<file path="src/rtl/instr_fetch_sequencer.sv">
// -----------------------------------------------------------------------------
// instr_fetch_sequencer
//
// Instruction-fetch sequencer in front of an Avalon-MM instruction master.
// Holds the program counter, issues level requests (start_read/in_address)
// to the master, captures read_data on the master's ready pulse and presents
// each word to decode through a single-entry, stall-aware output register.
// Branch redirects are accepted at any time; a redirect that arrives while a
// transfer is outstanding marks that transfer for squashing, since an Avalon
// read cannot be aborted once issued.
//
// Optional build macro: FETCH_TIMEOUT_EN
//   Defined   -> REQ is bounded to TIMEOUT_CYCLES cycles; on expiry the
//                request is dropped, fetch_error is set (sticky) and the
//                same pc is retried after the normal gap.
//   Undefined -> REQ waits indefinitely; fetch_error is tied low.
//
// Ports:
//   clk            system clock
//   reset          synchronous, active-high reset
//   fetch_ready    one-cycle ready pulse from the master
//   fetch_data     master read data, valid with fetch_ready
//   stall          decode not accepting; holds instr_valid/instr_out
//   branch_taken   one-cycle redirect request
//   branch_target  redirect address (bits [1:0] ignored)
//   start_read     level read request to the master
//   in_address     registered fetch address to the master
//   instr_out      fetched instruction
//   pc_out         address of instr_out
//   instr_valid    instr_out/pc_out valid
//   fetch_busy     high while in REQ
//   fetch_error    sticky request-timeout flag
// -----------------------------------------------------------------------------
module instr_fetch_sequencer #(
    parameter logic [31:0] RESET_PC       = 32'h0000_0000,
    parameter int unsigned PC_STEP        = 4,
    parameter int unsigned GAP_CYCLES     = 2,
    parameter int unsigned TIMEOUT_CYCLES = 255
) (
    input  logic        clk,
    input  logic        reset,
    input  logic        fetch_ready,
    input  logic [31:0] fetch_data,
    input  logic        stall,
    input  logic        branch_taken,
    input  logic [31:0] branch_target,
    output logic        start_read,
    output logic [31:0] in_address,
    output logic [31:0] instr_out,
    output logic [31:0] pc_out,
    output logic        instr_valid,
    output logic        fetch_busy,
    output logic        fetch_error
);

    // state | meaning
    // ------+----------------------------------------------------------------
    // IDLE  | one cycle after reset; launches the first request
    // REQ   | start_read high, in_address stable, waiting for fetch_ready
    // GAP   | start_read low for GAP_CYCLES so the master's edge detector
    //       | re-arms; leaves only when the output register is free/consumed

    typedef enum logic [1:0] {
        S_IDLE = 2'd0,
        S_REQ  = 2'd1,
        S_GAP  = 2'd2
    } state_t;

    // Reject illegal parameterisations at elaboration.
    if (GAP_CYCLES < 2 || GAP_CYCLES > 15) begin : g_gap_range_check
        $error("GAP_CYCLES must be in 2..15");
    end
    if (TIMEOUT_CYCLES < 1) begin : g_timeout_range_check
        $error("TIMEOUT_CYCLES must be at least 1");
    end

    // Gap timer is a down-counter; terminal count 0 marks the last gap cycle.
    localparam logic [3:0]  GAP_LOAD = 4'(GAP_CYCLES - 1);
    localparam logic [31:0] PC_INC   = 32'(PC_STEP);

    state_t      state, state_nxt;
    logic [31:0] pc, pc_nxt;
    logic [31:0] addr_nxt;
    logic        start_nxt;
    logic [31:0] instr_nxt;
    logic [31:0] pc_out_nxt;
    logic        valid_nxt;
    logic        squash, squash_nxt;
    logic [3:0]  gap_cnt, gap_nxt;
    logic [31:0] branch_pc;
    logic        consume;

`ifdef FETCH_TIMEOUT_EN
    localparam int unsigned TW       = $clog2(TIMEOUT_CYCLES + 1);
    localparam logic [TW-1:0] TMO_LOAD = TW'(TIMEOUT_CYCLES - 1);

    logic [TW-1:0] tmo_cnt, tmo_nxt;
    logic          err_nxt;
`else
    assign fetch_error = 1'b0;
`endif

    assign branch_pc  = branch_target & ~32'h3;
    assign consume    = instr_valid && !stall;
    assign fetch_busy = (state == S_REQ);

    always_comb begin
        state_nxt  = state;
        pc_nxt     = pc;
        addr_nxt   = in_address;
        start_nxt  = start_read;
        instr_nxt  = instr_out;
        pc_out_nxt = pc_out;
        valid_nxt  = instr_valid;
        squash_nxt = squash;
        gap_nxt    = gap_cnt;
`ifdef FETCH_TIMEOUT_EN
        // Held at the load value outside REQ, so every REQ entry starts fresh.
        tmo_nxt    = TMO_LOAD;
        err_nxt    = fetch_error;
`endif

        if (consume) begin
            valid_nxt = 1'b0;
        end

        case (state)
            S_IDLE: begin
                state_nxt = S_REQ;
                start_nxt = 1'b1;
                addr_nxt  = branch_taken ? branch_pc : pc;
            end

            S_REQ: begin
                if (fetch_ready) begin
                    start_nxt  = 1'b0;
                    state_nxt  = S_GAP;
                    gap_nxt    = GAP_LOAD;
                    squash_nxt = 1'b0;
                    // A squashed transfer or a redirect on the same edge drops
                    // the word; pc then comes from the branch path below.
                    if (!squash && !branch_taken) begin
                        instr_nxt  = fetch_data;
                        pc_out_nxt = pc;
                        valid_nxt  = 1'b1;
                        pc_nxt     = pc + PC_INC;
                    end
                end
`ifdef FETCH_TIMEOUT_EN
                else if (tmo_cnt == '0) begin
                    start_nxt  = 1'b0;
                    err_nxt    = 1'b1;
                    squash_nxt = 1'b0;
                    state_nxt  = S_GAP;
                    gap_nxt    = GAP_LOAD;
                end else begin
                    tmo_nxt = tmo_cnt - TW'(1);
                    if (branch_taken) begin
                        squash_nxt = 1'b1;
                    end
                end
`else
                else if (branch_taken) begin
                    squash_nxt = 1'b1;
                end
`endif
            end

            S_GAP: begin
                if (gap_cnt != 4'd0) begin
                    gap_nxt = gap_cnt - 4'd1;
                end else if (!instr_valid || !stall) begin
                    state_nxt = S_REQ;
                    start_nxt = 1'b1;
                    // A redirect on the exit edge must steer this request too.
                    addr_nxt  = branch_taken ? branch_pc : pc;
                end
            end

            default: begin
                state_nxt = S_IDLE;
                start_nxt = 1'b0;
            end
        endcase

        // Redirect wins over capture, consumption and stall.
        if (branch_taken) begin
            pc_nxt    = branch_pc;
            valid_nxt = 1'b0;
        end
    end

    always_ff @(posedge clk) begin
        if (reset) begin
            state       <= S_IDLE;
            pc          <= RESET_PC;
            in_address  <= RESET_PC;
            start_read  <= 1'b0;
            instr_out   <= 32'h0;
            pc_out      <= 32'h0;
            instr_valid <= 1'b0;
            squash      <= 1'b0;
            gap_cnt     <= GAP_LOAD;
`ifdef FETCH_TIMEOUT_EN
            tmo_cnt     <= TMO_LOAD;
            fetch_error <= 1'b0;
`endif
        end else begin
            state       <= state_nxt;
            pc          <= pc_nxt;
            in_address  <= addr_nxt;
            start_read  <= start_nxt;
            instr_out   <= instr_nxt;
            pc_out      <= pc_out_nxt;
            instr_valid <= valid_nxt;
            squash      <= squash_nxt;
            gap_cnt     <= gap_nxt;
`ifdef FETCH_TIMEOUT_EN
            tmo_cnt     <= tmo_nxt;
            fetch_error <= err_nxt;
`endif
        end
    end

endmodule

</file>
<file path="config.mk">
export PLATFORM = sky130hd
export DESIGN_NAME = instr_fetch_sequencer
export DESIGN_NICKNAME = d
export VERILOG_FILES = /design/src/rtl/instr_fetch_sequencer.sv
export SDC_FILE = /design/constraint.sdc
export NUM_CORES = 1
export LEC_CHECK = 0
export ABC_AREA = 1
export BUFFER_PORTS_ARGS = -buffer_cell sky130_fd_sc_hd__buf_4
export CAP_MARGIN = 10
export CORE_MARGIN = 2
export CORE_UTILIZATION = 55
export CTS_CLUSTER_SIZE = 30
export DETAILED_ROUTE_END_ITERATION = 12
export HOLD_SLACK_MARGIN = 0.03
export PLACE_DENSITY = 0.83
export SLEW_MARGIN = 20
export SYNTH_ARGS = -nofsm -noshare
export SYNTH_HDL_FRONTEND = slang
export SYNTH_SLANG_ARGS = --single-unit
export TNS_END_PERCENT = 1
</file>
<file path="constraint.sdc">
create_clock -name clk -period 4.1 [get_ports clk]
set_input_delay 0.615 -clock clk [delete_from_list [all_inputs] [get_ports clk]]
set_output_delay 0.615 -clock clk [all_outputs]
set_load 0.005 [all_outputs]
</file>
==> flow_metrics.py, run 1 <==
metrics = {
    "clocking": {
        "clockBufferDepth": 2,
        "cts_made_buffers": 17,
        "cts_max_level": 4,
        "cts_root_buf": "clkbuf_8",
        "hold_buffers": 0,
        "clk-insertion-delay-late_ns": 0.54,
        "path_clk_slew_ns": 0.07,
        "clock_sinks": 130,
        "cts_tree": "built",
        "post-cts-setup-buffers": 0,
        "cts-resized-gates": 0,
    },
    "synth": {
        "synth_area_per_cell_um2": 6.98,
        "ys_ff_latch": 130,
        "ys_top_cells_by_count": "nor2_1, nand2_1, dfxtp_1",
        "ys_warn_count": 0,
        "synth.most_common_cell": "nor2_1",
        "synth-edff-count": 0,
        "async_flop_share": 0,
        "synth_area_um2": 6180,
        "seq_area_frac_synth": 0.421,
        "netlist_instances": 886,
        "synth.distinct_cells": 35,
        "synth_top_cell_area_share": 0.421,
        "ys.flop_type": "dfxtp_1",
        "ys_top_cells_by_area": "dfxtp_1, nor2_1, nand2_1, o21ai_0, a21oi_1",
        "synth_top_area_cell": "dfxtp_1",
    },
    "place": {
        "post-place-ws_ns": 1.43,
        "dp_cells": 1139,
        "numPortBuffers": 161,
        "gp_congestion": 0.913,
        "dp_hpwl_um": 10900,
    },
    "pwr": {
        "seqPwrFrac": 0.423,
        "switching_share": 0.290,
        "p_leak_uw": 0.00355,
        "power_uw": 3400,
        "combPwrFrac": 0.146,
        "p_sw_uw": 984,
        "irDropWorstVdd_mv": 0.259,
        "power_density_nw_per_um2": 433,
        "p_int_uw": 2410,
        "p_clk_frac": 0.432,
    },
    "setup_path": {
        "rr_endpoint": "in_address[15]",
        "crit_type": "register to register",
        "cp_data_required_time_ns": 4.49,
        "crit_buf_inv": 2,
        "crit_top_cell": "nand2_1",
        "cpPeakStageDelay_ns": 0.69,
        "critPathTopFamily": "simple AND/OR/NAND/NOR gates",
        "rr_startpoint": "gap_cnt[0]",
        "endpoint_kind": "register",
        "arrival_ns": 2.64,
        "crit_chain": "inv_1 > ha_1 > nand3_1 > nand2_1 > nand2_1 > nor2_4 > inv_2 > nand2_1 > a21oi_1",
        "path_max_fanout": 46,
        "slowest_stage": "nor2_4",
        "cp-start-kind": "register",
        "r2r_cells": 9,
        "rrSetupSlack_ns": 1.84,
    },
    "route": {
        "wl_per_cell_um": 14.4,
        "drc": 0,
        "routed_wl_um": 16900,
        "via_count": 6317,
        "ant_nets": 0,
        "detail_route.vias_per_cell": 5.39,
        "drt_iter0_drc": 425,
        "first_pass_iters": 8,
    },
    "layout": {
        "drive_gt1_frac": 0.230,
        "fin_nets": 1090,
        "num-fill-cells": 895,
        "area_growth_pct": 26.9,
        "antennaDiodeCount": 0,
        "instances_no_fill": 1171,
    },
    "min_path": {
        "whs_endpoint": "instr_out[13]",
        "worstHoldStart": "fetch_data[13]",
        "hp-class": "input port to register",
        "holdPathStages": 3,
    },
    "floorplan": {
        "start_util": 0.568,
        "core_area_um2": 10900,
        "fp.dieH_um": 110,
        "placementRows": 38,
        "floorplan.die_area_um2": 12100,
        "die_x_um": 110,
        "ios": 169,
    },
    "timing": {
        "worstMarginPinSlew_ns": 0.961,
        "max_slew_margin": 0.359,
        "min_period_ns": 2.26,
        "setup_violations": 0,
        "fmax_mhz": 443,
        "period_share": 0.551,
        "drv_slew": 0,
        "final.setup.tns_ns": 0,
        "hold_viol": 0,
        "skew_ns": 0.00918,
        "setup_ws_ns": 1.84,
        "rsz0062_at_grt": "false",
    },
    "grt": {
        "grt_pass1_wl_um": 26600,
        "first_global_vias": 5709,
        "gr-total-overflow": 0,
        "antenna_found_initial": 0,
        "grt_max_degree": 86,
        "globalRouteTotalUtil": 0.279,
    },
    "outcome": {
        "outcome": "finished clean",
    },
    "flow_run": {
        "maxCapViolCount": 0,
    },
}
## kinds of logic after synthesis
kind of cell	count (synthesis)	share of synthesized area
AND/OR/NAND/NOR	416	0.274
AO/OA/AOI/OAI	209	0.201
flip-flops	130	0.421
buffers and inverters	126	0.0959
adder cells (fa/ha/maj)	3	0.00607
XOR/XNOR	1	0.00142
other	1	0.000607
## cell type report
| type | count | area [um^2] | share of cell area |
|---|---|---|---|
| flip-flops and latches | 130 | 2600 | 0.332 |
| clock inverters | 14 | 141 | 0.0180 |
| multi-input cells | 634 | 3000 | 0.383 |
| clock buffers | 18 | 428 | 0.0546 |
| inverters | 72 | 272 | 0.0346 |
| well taps | 140 | 175 | 0.0223 |
| repair buffers | 163 | 1220 | 0.156 |
## registers in the layout, indices dropped and copies added (netlist names)
name,flops
instr_out,32
in_address,30
state,2
squash,1
gap_cnt,4
instr_valid,1
pc,30
pc_out,30
## metal layers
metal / wire length (um) / global-route usage
met1: 7040 / 0.355
met3: 1400 / 0.0635
met4: 523 / 0.121
met5: 0 / 0
met2: 7940 / 0.455
## stage by stage
stage	utilization	hold WS, ns	area [um^2]
floorplan	-	0.456	6200
global placement	0.668	0.450	7270
detailed placement	0.668	0.455	7270
CTS	0.720	0.291	7840
global route	0.720	0.307	7840
finish	0.720	0.290	7840
## power groups by stage
stage,logic [uW],registers (uW),clock network [uW]
global placement,478,1460,0
global route,553,1450,1520
finish,495,1440,1470
floorplan,294,1450,0
detailed placement,487,1460,0
CTS,494,1430,1470
## worst register-to-register path, cell delays in order (launching register included)
cell and delay [ns]:
dfxtp_1 0.31, inv_1 0.11, ha_1 0.16, nand3_1 0.08, nand2_1 0.11, nand2_1 0.10, nor2_4 0.69, inv_2 0.32
nand2_1 0.16, a21oi_1 0.07
## placed cells by master (no fill, tap or decap), types with 3 or more instances in the layout
master and count:
dfxtp_1 130, a21oi_1 68, nor3_1 8, inv_2 4, inv_1 67, clkinv_4 3
conb_1 5, nor2_1 204, a31oi_1 4, ha_1 3, clkbuf_16 16, a211oi_1 5
a211oi_2 16, nand2_1 153, nand4_1 5, inv_6 8, nor2_2 5, nand3_1 33
o211ai_1 3, o21ai_0 97, buf_4 163, a21oi_2 9
## worst max path at each step
stage	from	to	slack, ns	cells after the start
finish	gap_cnt[0]	in_address[15]	1.84	9
global route	gap_cnt[0]	in_address[6]	1.61	9
CTS	gap_cnt[0]	in_address[15]	1.85	9
detailed placement	branch_taken	pc[29]	1.43	8
global placement	branch_taken	pc[22]	1.50	8
floorplan	branch_taken	pc[19]	2.52	9
No activity file was read; power rests on OpenSTA's default activity.
==> inputs of run 2 (changes only) <==
Settings changed: CORE_UTILIZATION 55 to 53, PLACE_DENSITY 0.83 to 0.81.
Clock period 4.1 ns to 2.1 ns, I/O delays scaled along.
==> run 2 against run 1 <==
  * Hold slack got worse by 0.17 ns
  * Largest power group unchanged
  * Core utilization is 1.5 points lower
  * Combinational power up 98%
  * Design area up 2.7%
  * Non-clock buffer count rose by 9
  * Critical path depth down 1
  * First-iteration DRC count down 6.6%
  * Flip-flop and latch count unchanged
==> flow_metrics.py, run 2 (synthesis gave the netlist of run 1 again) <==
metrics = {
    "flow_run": {
        "maxCapViolCount": 0,
    },
    "place": {
        "gp_congestion": 0.906,
        "numPortBuffers": 161,
        "dp_hpwl_um": 11400,
        "post-place-ws_ns": 0.359,
        "dp_cells": 1151,
    },
    "setup_path": {
        "r2r_cells": 8,
        "rr_endpoint": "pc[26]",
        "endpoint_kind": "register",
        "rrSetupSlack_ns": 0.33,
        "rr_startpoint": "pc[2]",
        "cp-start-kind": "register",
        "arrival_ns": 2.07,
        "crit_type": "register to register",
        "path_max_fanout": 6,
        "cp_data_required_time_ns": 2.40,
    },
    "clocking": {
        "clockBufferDepth": 2,
        "post-cts-setup-buffers": 0,
        "cts_made_buffers": 17,
        "cts_root_buf": "clkbuf_16",
        "path_clk_slew_ns": 0.06,
        "cts_tree": "built",
        "clk-insertion-delay-late_ns": 0.41,
        "clock_sinks": 130,
        "cts_max_level": 4,
        "hold_buffers": 0,
        "cts-resized-gates": 0,
    },
    "outcome": {
        "outcome": "finished clean",
    },
    "pwr": {
        "p_int_uw": 5450,
        "seqPwrFrac": 0.388,
        "power_density_nw_per_um2": 897,
        "switching_share": 0.246,
        "p_leak_uw": 0.00367,
        "p_clk_frac": 0.476,
        "irDropWorstVdd_mv": 0.740,
        "combPwrFrac": 0.136,
        "p_sw_uw": 1780,
    },
    "timing": {
        "hold_viol": 0,
        "setup_violations": 0,
        "min_period_ns": 1.77,
        "timing.hold.ws_ns": 0.124,
        "period_share": 0.841,
        "worstMarginPinSlew_ns": 0.808,
        "rsz0062_at_grt": "false",
        "final.setup.tns_ns": 0,
        "max_slew_margin": 0.461,
        "skew_ns": 0.00471,
        "drv_slew": 0,
        "setup_ws_ns": 0.333,
        "fmax_mhz": 566,
    },
    "min_path": {
        "worstHoldStart": "fetch_data[23]",
        "hp-class": "input port to register",
        "holdPathStages": 3,
        "whs_endpoint": "instr_out[23]",
    },
    "layout": {
        "final_common_cell": "nor2_1",
        "area_growth_pct": 30.3,
        "instances_no_fill": 1183,
        "top_register": "instr_out",
        "antennaDiodeCount": 0,
        "fin_nets": 1099,
        "largest_reg_flops": 32,
        "layout_common_cells": "nor2_1, buf_4, nand2_1",
        "drive_gt1_frac": 0.235,
    },
    "route": {
        "routed-wl-met3_um": 1160,
        "routed_wl_um": 16500,
        "via_count": 6199,
        "wl_per_cell_um": 13.9,
        "wl_met2_um": 7650,
        "drc": 0,
        "wl_met1_um": 7290,
        "drt_iter0_drc": 397,
        "first_pass_iters": 7,
        "highest_layer": "met4",
        "ant_nets": 0,
        "detail_route.vias_per_cell": 5.24,
    },
    "floorplan": {
        "ios": 169,
        "start_util": 0.541,
        "placementRows": 39,
        "floorplan.die_area_um2": 12500,
        "die_x_um": 112,
        "fp.dieH_um": 112,
        "core_area_um2": 11400,
    },
    "grt": {
        "antenna_found_initial": 0,
        "first_global_vias": 5839,
        "globalRouteTotalUtil": 0.269,
        "grt_pass1_wl_um": 27400,
        "gr-total-overflow": 0,
        "grt_max_degree": 60,
    },
}
[run 2: changes by cell type in the layout (fill, tap and decap cells not counted)]
| cell | before | now |
|---|---|---|
| buf_12 | 0 | 2 |
| buf_4 | 163 | 170 |
| bufinv_16 | 1 | 6 |
| clkbuf_1 | 0 | 2 |
| clkbuf_16 | 16 | 17 |
| clkbuf_8 | 2 | 4 |
| clkinv_2 | 1 | 2 |
| clkinv_4 | 3 | 1 |
| clkinvlp_4 | 2 | 0 |
| inv_2 | 4 | 5 |
| inv_6 | 8 | 0 |
[run 2: how the worst max path moves through the flow]
stage,start,end,slack [ns]
2_1_floorplan,pc[2],pc[24],0.67
6_report,pc[2],pc[26],0.33
3_5_place_dp,branch_taken,pc_out[27],0.36
4_1_cts,state[0],pc_out[24],0.37
3_3_place_gp,pc[2],pc[26],0.42
5_1_grt,pc[2],pc[26],0.11
[run 2: critical path, cell delays in order, from the launching register on]
cell and delay (ns):
dfxtp_1 0.43, ha_1 0.21, nand2_1 0.10, nor2_2 0.22, nand2_1 0.21, nor2_2 0.24
a21oi_1 0.09, nor2_1 0.11, nor2_1 0.04
[run 2: through the flow]
step,instance area [um^2],utilization,power [uW]
final,8060,0.705,7230
after CTS,8060,0.705,7250
after global routing,8060,0.705,7520
after global placement,7370,0.645,3810
after floorplan,6200,-,3400
after detailed placement,7370,0.645,3830
[run 2: cell type report]
type | instances | area [um^2]
Multi-Input combinational cell | 634 | 3000
Sequential cell | 130 | 2600
Inverter | 72 | 270
Clock inverter | 9 | 199
Fill cell | 956 | 3360
Timing Repair Buffer | 172 | 1320
Tap cell | 143 | 179
Clock buffer | 23 | 488
[run 2: power by group through the flow]
stage / sequential [uW] / clock (uW) / combinational [uW]
floorplan: 2830 / 0 / 574
global placement: 2850 / 0 / 962
detailed placement: 2850 / 0 / 980
CTS: 2800 / 3460 / 988
global route: 2830 / 3590 / 1100
finish: 2800 / 3440 / 982
[run 2: per-layer routing]
layer  vias to the layer above  global-route usage
met1                      2787               0.355
met5                         -                   0
met4                         0               0.105
li1                       3149                   -
met2                       234               0.427
met3                        29              0.0664
